### src/rtl/instr_fetch_if.sv
// Fetch-unit bus: decoder/EXE control, instruction memory port and ID-facing outputs.
// master = fetch unit, slave = surrounding pipeline and memory.
interface instr_fetch_if;
   localparam int unsigned XLEN = 32;

   logic            stall;
   logic            branch_taken;
   logic [XLEN-1:0] branch_target;
   logic            imem_req;
   logic [XLEN-1:0] imem_addr;
   logic            imem_ready;
   logic [XLEN-1:0] imem_rdata;
   logic [XLEN-1:0] instruction;
   logic            instr_valid;
   logic [XLEN-1:0] pc_out;
   logic            halted;

   modport master (
      input  stall, branch_taken, branch_target, imem_ready, imem_rdata,
      output imem_req, imem_addr, instruction, instr_valid, pc_out, halted
   );

   modport slave (
      output stall, branch_taken, branch_target, imem_ready, imem_rdata,
      input  imem_req, imem_addr, instruction, instr_valid, pc_out, halted
   );
endinterface

### src/rtl/instr_fetch.sv
// Instruction fetch unit: sequential PC, single-bubble branch redirect, halt on HALT_INSTR.
// Outputs are registered except imem_req/imem_addr, which follow state and pc directly.
module instr_fetch #(
   parameter logic [31:0] RESET_PC   = 32'h0000_0000,
   parameter logic [31:0] NOP_INSTR  = 32'hF000_0000,
   parameter logic [31:0] HALT_INSTR = 32'hFFFF_FFFF
) (
   input  logic          clk,
   input  logic          rst_n,
   instr_fetch_if.master bus
);
   localparam int unsigned XLEN = 32;

   typedef enum logic [1:0] {
      FETCH    = 2'd0,
      REDIRECT = 2'd1,
      HALTED   = 2'd2
   } state_t;

   state_t          state_q, state_d;
   logic [XLEN-1:0] pc_q, pc_d;
   logic [XLEN-1:0] pc_out_q, pc_out_d;
   logic [XLEN-1:0] instr_q, instr_d;
   logic            valid_q, valid_d;
   logic            halted_q;
   logic            req_c;

   // State and output registers
   always_ff @(posedge clk or negedge rst_n) begin
      if (!rst_n) begin
         state_q  <= FETCH;
         pc_q     <= RESET_PC;
         pc_out_q <= RESET_PC;
         instr_q  <= NOP_INSTR;
         valid_q  <= 1'b0;
         halted_q <= 1'b0;
      end else begin
         state_q  <= state_d;
         pc_q     <= pc_d;
         pc_out_q <= pc_out_d;
         instr_q  <= instr_d;
         valid_q  <= valid_d;
         halted_q <= (state_d == HALTED);
      end
   end

   // Next-state and next-output logic; branch wins over stall, ready and halt capture
   always_comb begin
      state_d  = state_q;
      pc_d     = pc_q;
      pc_out_d = pc_out_q;
      instr_d  = instr_q;
      valid_d  = valid_q;
      req_c    = 1'b0;

      unique case (state_q)
         FETCH: begin
            req_c = !bus.stall;
            if (bus.branch_taken) begin
               pc_d    = bus.branch_target;
               instr_d = NOP_INSTR;
               valid_d = 1'b0;
               state_d = REDIRECT;
            end else if (!bus.stall) begin
               if (bus.imem_ready) begin
                  instr_d  = bus.imem_rdata;
                  pc_out_d = pc_q;
                  pc_d     = pc_q + XLEN'(4);
                  valid_d  = 1'b1;
                  if (bus.imem_rdata == HALT_INSTR) state_d = HALTED;
               end else begin
                  instr_d = NOP_INSTR;
                  valid_d = 1'b0;
               end
            end
         end
         REDIRECT: begin
            if (bus.branch_taken) begin
               pc_d    = bus.branch_target;
               instr_d = NOP_INSTR;
               valid_d = 1'b0;
            end else begin
               state_d = FETCH;
            end
         end
         HALTED: begin
            instr_d = NOP_INSTR;
            valid_d = 1'b0;
         end
         default: state_d = FETCH;
      endcase
   end

   assign bus.imem_req    = req_c;
   assign bus.imem_addr   = pc_q;
   assign bus.instruction = instr_q;
   assign bus.instr_valid = valid_q;
   assign bus.pc_out      = pc_out_q;
   assign bus.halted      = halted_q;
endmodule

### src/flat_wrapper.sv
// flat-port wrapper written by rule: the top's interface ports become plain ports
module instr_fetch_flat 
#(
   parameter logic [31:0] RESET_PC   = 32'h0000_0000,
   parameter logic [31:0] NOP_INSTR  = 32'hF000_0000,
   parameter logic [31:0] HALT_INSTR = 32'hFFFF_FFFF
)
  (clk, rst_n, bus_stall, bus_branch_taken, bus_branch_target, bus_imem_ready, bus_imem_rdata, bus_imem_req, bus_imem_addr, bus_instruction, bus_instr_valid, bus_pc_out, bus_halted);
  instr_fetch_if bus_i ();
  input  logic clk;
  input  logic rst_n;
  input wire logic [$bits(bus_i.stall)-1:0] bus_stall;
  input wire logic [$bits(bus_i.branch_taken)-1:0] bus_branch_taken;
  input wire logic [$bits(bus_i.branch_target)-1:0] bus_branch_target;
  input wire logic [$bits(bus_i.imem_ready)-1:0] bus_imem_ready;
  input wire logic [$bits(bus_i.imem_rdata)-1:0] bus_imem_rdata;
  output wire logic [$bits(bus_i.imem_req)-1:0] bus_imem_req;
  output wire logic [$bits(bus_i.imem_addr)-1:0] bus_imem_addr;
  output wire logic [$bits(bus_i.instruction)-1:0] bus_instruction;
  output wire logic [$bits(bus_i.instr_valid)-1:0] bus_instr_valid;
  output wire logic [$bits(bus_i.pc_out)-1:0] bus_pc_out;
  output wire logic [$bits(bus_i.halted)-1:0] bus_halted;
  assign bus_i.stall = bus_stall;
  assign bus_i.branch_taken = bus_branch_taken;
  assign bus_i.branch_target = bus_branch_target;
  assign bus_i.imem_ready = bus_imem_ready;
  assign bus_i.imem_rdata = bus_imem_rdata;
  assign bus_imem_req = bus_i.imem_req;
  assign bus_imem_addr = bus_i.imem_addr;
  assign bus_instruction = bus_i.instruction;
  assign bus_instr_valid = bus_i.instr_valid;
  assign bus_pc_out = bus_i.pc_out;
  assign bus_halted = bus_i.halted;
  instr_fetch #(.RESET_PC(RESET_PC), .NOP_INSTR(NOP_INSTR), .HALT_INSTR(HALT_INSTR)) u_core (.clk(clk), .rst_n(rst_n), .bus(bus_i));
endmodule
### config.mk
export PLATFORM = sky130hd
export DESIGN_NAME = instr_fetch_flat
export DESIGN_NICKNAME = d
export VERILOG_FILES = /design/src/rtl/instr_fetch_if.sv /design/src/rtl/instr_fetch.sv /design/src/flat_wrapper.sv
export SDC_FILE = /design/constraint.sdc
export NUM_CORES = 1
export LEC_CHECK = 0
export BUFFER_PORTS_ARGS = -buffer_cell sky130_fd_sc_hd__buf_2
export CAP_MARGIN = 20
export CORE_AREA = 2 2 111 113
export CTS_CLUSTER_DIAMETER = 150
export DETAILED_ROUTE_END_ITERATION = 6
export DIE_AREA = 0 0 113 115
export HOLD_SLACK_MARGIN = 0.15
export PLACE_DENSITY_LB_ADDON = 0.05
export REMOVE_ABC_BUFFERS = 1
export SETUP_SLACK_MARGIN = 0.5
export SLEW_MARGIN = 20
export SYNTH_ARGS = -nofsm -noshare
export SYNTH_HDL_FRONTEND = slang
export SYNTH_SLANG_ARGS = --single-unit
### constraint.sdc
create_clock -name clk -period 2.4 [get_ports clk]
set_input_delay 0.36 -clock clk [delete_from_list [all_inputs] [get_ports clk]]
set_output_delay 0.36 -clock clk [all_outputs]
set_load 0.02 [all_outputs]
==> results.yml, run 1 <==
run_status:
  status: "finished with violations"
  violations: "DRC"
cts:
  cts_made_buffers: 9
  clockBufferDepth: 2
  clock_sinks: 100
  h-tree-depth: 3
  cts_tree: "done"
  clkLatencyLatePin_ps: 350
  clk_pin_slew_ps: 60
  cts_root_buf: "clkbuf_16"
synthesis:
  synth-main-ff-cell: "dfrtp_1"
  yosys_warnings: 0
  synth_common_cells: "96 x dfrtp_1, 34 x a21oi_1, 34 x nor2_1"
  yosys.area.top_type: "dfrtp_1"
  syn_inst: 422
  syn_area_sq_um: 4650
  synth_edf_count: 0
  synthTopCellsByArea: "dfrtp_1 52%, mux2_2 8.0%, a22o_1 5.5%"
  synth-seq-cells: 100
  yosysTopAreaCellShare_pct: 51.6
  post-synth-top-count-cell: "dfrtp_1"
  ys_seq_area_share_pct: 53.9
  syn_area_per_cell_sq_um: 11.0
  ys_async_sr_fraction_pct: 100
  ys_types: 52
route:
  dr.first_iter.drc_count: 155
  num_vias: 4161
  drc_errors: 9
  drt-pass1-iter-count: 6
  viasPerCell: 5.48
  ant_nets: 0
  finalWirelength_mm: 13.7
  post_drt_wl_per_cell_um: 18.1
layout:
  fin_cells: 759
  regArea_sq_um: 2520
  n_antenna_cell: 0
  multi_input_area_sq_um: 2160
  areaGrowthSynthToFinish_pct: 38.7
  drive_above_1_share_pct: 46.7
  num-fill-cells: 1073
  finalNetCount: 683
  utilization_pct: 54.6
sta:
  period_share_pct: 78.4
  holdWs_ps: 242
  rsz0062_at_grt: "true"
  slew_violations: 0
  final-hold-violation-count: 0
  fin_ws_ps: 518
  worstMarginPinSlew_ps: 665
  fin_crit_ps: 1880
  fin_worst_skew_ps: 8.78
  max_freq_mhz: 531
  setup_violations: 0
  relSlewSlack_pct: 55.7
grt:
  grt_overflow_total: 0
  grt_pass1_vias: 4073
  grt_max_degree: 51
  grt_usage_pct: 21.2
  antenna_found_initial: 0
  grt_pass1_wl_mm: 21.4
floorplanning:
  rows: 40
  die_x_um: 113
  coreArea_sq_um: 11800
  fp.dieH_um: 115
  die_area_sq_um: 13000
  start_util_pct: 39.4
  ios: 168
critical_path:
  required_ps: 2630
  arrival_ps: 2110
  critPathKind: "reg2reg"
  cp-start-kind: "flop"
  crit_path_max_fanout: 8
  end_kind: "flop"
run:
  drv_cap: 0
placement:
  dp_slack_ps: 106
  gp_congestion: 0.781
  place_hpwl_mm: 9.04
  placed_cells: 724
  port-buffer-count: 167
pwr:
  cellLeakagePower_nw: 3.03
  power.density_nw_per_um2: 1270
  fin_total_pwr_mw: 8.18
  vdd_drop_max_v: 0.000393
worst_hold_path:
  hold_class: "in2reg"
## state kept, by name, summed over array words and instances (netlist names)
name and count:
u_core.bus.halted 1, u_core.bus.pc_out 32, u_core.bus.instruction 32, u_core.bus.imem_addr 32, u_core.state_q 2, u_core.bus.instr_valid 1
## worst max-delay path, stage by stage (launching register included)
cell     delay (ps)
dfrtp_2         440
inv_2            90
ha_4            130
buf_6            80
nor2b_4         120
nor2b_4         210
buf_12          140
buf_12          100
buf_16          140
mux2_4          300
## area by class of cell
cell class,count,area share [%]
clock buffer,12,3.82
multi-input combinational,289,33.5
inverter,5,0.291
tap,147,2.85
clock inverter,2,0.931
sequential,100,39.0
timing repair buffer,204,19.6
## kinds of logic (layout without fill, tap and decap cells)
logic type,count (synthesis),after routing,synth area share (%)
AO/OA/AOI/OAI,128,128,19.3
AND/OR/NAND/NOR,122,122,14.2
flip-flops,100,100,53.9
adder cells (fa/ha/maj),5,5,1.34
multiplexers,34,34,8.23
buffers and inverters,33,223,3.07
## metrics by stage
stage | instance area, sq um | setup TNS (ps)
2_1_floorplan | 4530 | -26140
4_1_cts | 6300 | 0
6_report | 6450 | 0
3_5_place_dp | 5740 | 0
5_1_grt | 6450 | 0
3_3_place_gp | 5740 | 0
## report_power, final
group	total, mW	internal, mW	switching (mW)
registers	2.98	2.33	0.654
logic	3.65	1.58	2.08
clock network	1.54	0.932	0.610
total	8.18	4.83	3.34
## layout by cell type (no fill, tap or decap), drive strengths merged, types with 2 or more instances in the layout
cell type and count:
o22ai 13, nand2b 3, bufinv 2, ha 5
and3 6, a21o 2, a211oi 4, or2 3
nor3 10, dfstp 4, a311oi 2, nor2 35
mux2 34, and2 2, and4 2, a22o 29
a2bb2oi 6, o21a 2, nand3 15, nand2 21
o21ai 10, a31oi 8, nor2b 3, a21oi 34
buf 203, inv 5, o22a 9, dfrtp 96
nand4 18, clkbuf 12
## what timing repair did
action,CTS,global route
gates resized for setup,20,31
pin swaps,1,5
setup endpoints to repair,91,83
cloned,3,0
buffers inserted,12,5
endpoints found under the hold margin,48,0
hold buffers,1,0
## layer usage
layer | track usage (%) | wire [um] | vias up
li1 | - | - | 1974
met1 | 28.3 | 6160 | 2034
met2 | 34.3 | 6500 | 134
met3 | 4.43 | 809 | 19
met4 | 7.64 | 234 | 0
met5 | 0 | 0 | -
## worst paths after layout
path / cells past startpoint / slack (ps) / to / from
worst min register to register: 2 / 480 / u_core.bus.instr_valid / u_core.bus.instr_valid
min in group asynchronous: 2 / 580 / u_core.bus.pc_out[8] / rst_n
worst max-delay path: 9 / 520 / u_core.bus.pc_out[23] / u_core.state_q[0]
worst min-delay path: 2 / 240 / u_core.bus.imem_addr[1] / bus_branch_target[1]
max in group asynchronous: 3 / 1140 / u_core.bus.instruction[31] / rst_n
worst max register to register: 9 / 520 / u_core.bus.pc_out[23] / u_core.state_q[0]
(Power assumes the default switching activity.)
==> run 2, diff against run 1 <==
- clock period: 2.4 -> 1.9 ns (I/O delays scaled with it)
==> run 2 against run 1 <==
  * The flow still finishes with violations (DRC)
  * Design area up 16%
  * Cell count up 7.4%
  * Combinational power up 81%
  * Register-to-register slack worse by 380 ps
  * Global-route usage up 1.5 points
  * Largest power group unchanged
==> results.yml, run 2 (synthesis results as in run 1) <==
critical_path:
  end_kind: "flop"
  crit_path_max_fanout: 8
  crit_path_frequent_cell: "nor2b_4"
  cp-start-kind: "flop"
  cp_top_family: "flip-flops"
  critPathKind: "reg2reg"
  required_ps: 2130
  path_cells: "inv_2, ha_4, nor2b_4, nor2b_4, buf_12, clkbuf_16, mux2_4"
  crit_slowest_cell: "dfrtp_1"
  arrival_ps: 1990
  crit_buf_inv: 3
  max_stage_delay_ps: 400
floorplanning:
  ios: 168
  fp.dieH_um: 115
  coreArea_sq_um: 11800
  die_area_sq_um: 13000
  start_util_pct: 39.4
  rows: 40
  die_x_um: 113
pwr:
  clkPwrFrac_pct: 16.3
  power_frac_comb_pct: 54.1
  cellLeakagePower_nw: 3.50
  power_frac_seq_pct: 29.6
  p_switching_mw: 4.85
  vdd_drop_max_v: 0.000544
  intPower_mw: 7.33
  power.density_nw_per_um2: 1630
  swShare_pct: 39.8
sta:
  fin_crit_ps: 1760
  setup_violations: 0
  worstMarginPinSlew_ps: 485
  max_freq_mhz: 567
  fin_worst_skew_ps: 7.08
  period_share_pct: 92.9
  rsz0062_at_grt: "true"
  fin_ws_ps: 136
  final-hold-violation-count: 0
  slew_violations: 0
  relSlewSlack_pct: 67.7
grt:
  grt_usage_pct: 22.7
  grt_overflow_total: 0
  grt_pass1_wl_mm: 23.0
  grt_pass1_vias: 4406
  antenna_found_initial: 0
  grt_max_degree: 38
route:
  viasPerCell: 5.58
  num_vias: 4550
  finalWirelength_mm: 15.4
  post_drt_wl_per_cell_um: 18.9
  drt-pass1-iter-count: 7
  drc_errors: 9
  dr.first_iter.drc_count: 217
  ant_nets: 0
worst_hold_path:
  hold_class: "in2reg"
cts:
  clock_sinks: 100
  h-tree-depth: 3
  cts_made_buffers: 9
  cts_tree: "done"
  clkLatencyLatePin_ps: 350
  clk_pin_slew_ps: 70
  cts_root_buf: "clkbuf_16"
  clockBufferDepth: 2
placement:
  port-buffer-count: 167
  placed_cells: 753
  gp_congestion: 0.880
  place_hpwl_mm: 9.64
  dp_slack_ps: -56.8
  dpl_cell_area_sq_um: 6020
layout:
  finalNetCount: 737
  n_antenna_cell: 0
  areaGrowthSynthToFinish_pct: 60.6
  drive_above_1_share_pct: 57.3
  fin_cells: 815
  final_cell_mix: "163 x buf_2, 92 x dfrtp_1, 46 x buf_4, 32 x mux2_4, 29 x a22o_1"
  fin_area_sq_um: 7470
  final_common_cell: "buf_2"
run:
  drv_cap: 0
run_status:
  status: "finished with violations"
  violations: "DRC"
## run 2: cell count changes in the layout (fill, tap and decap cells not counted), moves of 5 or more
| cell | previous run | this run |
|---|---|---|
| buf_4 | 26 | 46 |
| nor2_2 | 2 | 7 |
| nor2_1 | 31 | 24 |
| mux2_2 | 17 | 2 |
| a2bb2oi_1 | 6 | 0 |
| mux2_4 | 16 | 32 |
| a21oi_2 | 0 | 13 |
| a2bb2oi_2 | 0 | 6 |
| a21oi_1 | 34 | 20 |
| buf_6 | 3 | 25 |
## run 2: final cells by class
type | instances | area (sq um)
fill | 963 | 4340
timing repair buffer | 258 | 1980
clock inverter | 4 | 72.6
tap | 147 | 184
sequential | 100 | 2510
multi-input combinational | 289 | 2460
inverter | 5 | 18.8
clock buffer | 12 | 246
## run 2: power by group through the flow
stage	sequential, mW	combinational (mW)	clock, mW
2_1_floorplan	4.57	1.71	0
3_3_place_gp	3.54	4.74	0
3_5_place_dp	3.58	4.80	0
4_1_cts	3.54	5.74	2.04
5_1_grt	3.71	7.02	2.11
6_report	3.60	6.59	1.99
## run 2: final timing paths
check                                 startpoint                         end  slack [ps]  cells after the start
setup / recovery               u_core.state_q[1]        u_core.bus.pc_out[6]         140                      7
hold reg to reg            u_core.bus.pc_out[15]       u_core.bus.pc_out[15]         510                      1
min in group asynchronous                  rst_n     u_core.bus.imem_addr[4]         440                      2
hold / removal                 bus_imem_rdata[4]   u_core.bus.instruction[4]         160                      2
setup reg to reg               u_core.state_q[1]        u_core.bus.pc_out[6]         140                      7
max in group asynchronous                  rst_n  u_core.bus.instruction[29]         840                      3
## run 2: timing repair
action	4_1_cts	5_1_grt
endpoints found under the hold margin	28	0
hold buffers	1	0
gates resized for setup	57	93
pin swaps	54	12
buffers inserted	25	8
gates cloned	8	4
endpoints found under the setup margin	103	106
## run 2: routing by layer
layer / global-route usage [%] / wire length [um] / up-vias
met1: 28.2 / 6330 / 2279
met2: 38.8 / 7780 / 163
li1: - / - / 2084
met4: 8.78 / 342 / 0
met5: 0 / 0 / -
met3: 4.85 / 981 / 24
## run 2: worst register-to-register path: cells and delay by family (launching register included)
family	cells	cell delay, ps
flip-flops	1	400
AND/OR/NAND/NOR	2	350
buffers and inverters	3	400
adder cells (fa/ha/maj)	1	200
multiplexers	1	300
## run 2: stage by stage
stage | utilization, % | power [mW] | hold slack [ps] | setup TNS, ps
2_1_floorplan | - | 6.28 | -10.6 | -61660
3_5_place_dp | 51.0 | 8.38 | 282 | -103
3_3_place_gp | 51.0 | 8.28 | 273 | 0
5_1_grt | 63.3 | 12.8 | 165 | 0
6_report | 63.3 | 12.2 | 163 | 0
4_1_cts | 58.6 | 11.3 | 152 | 0
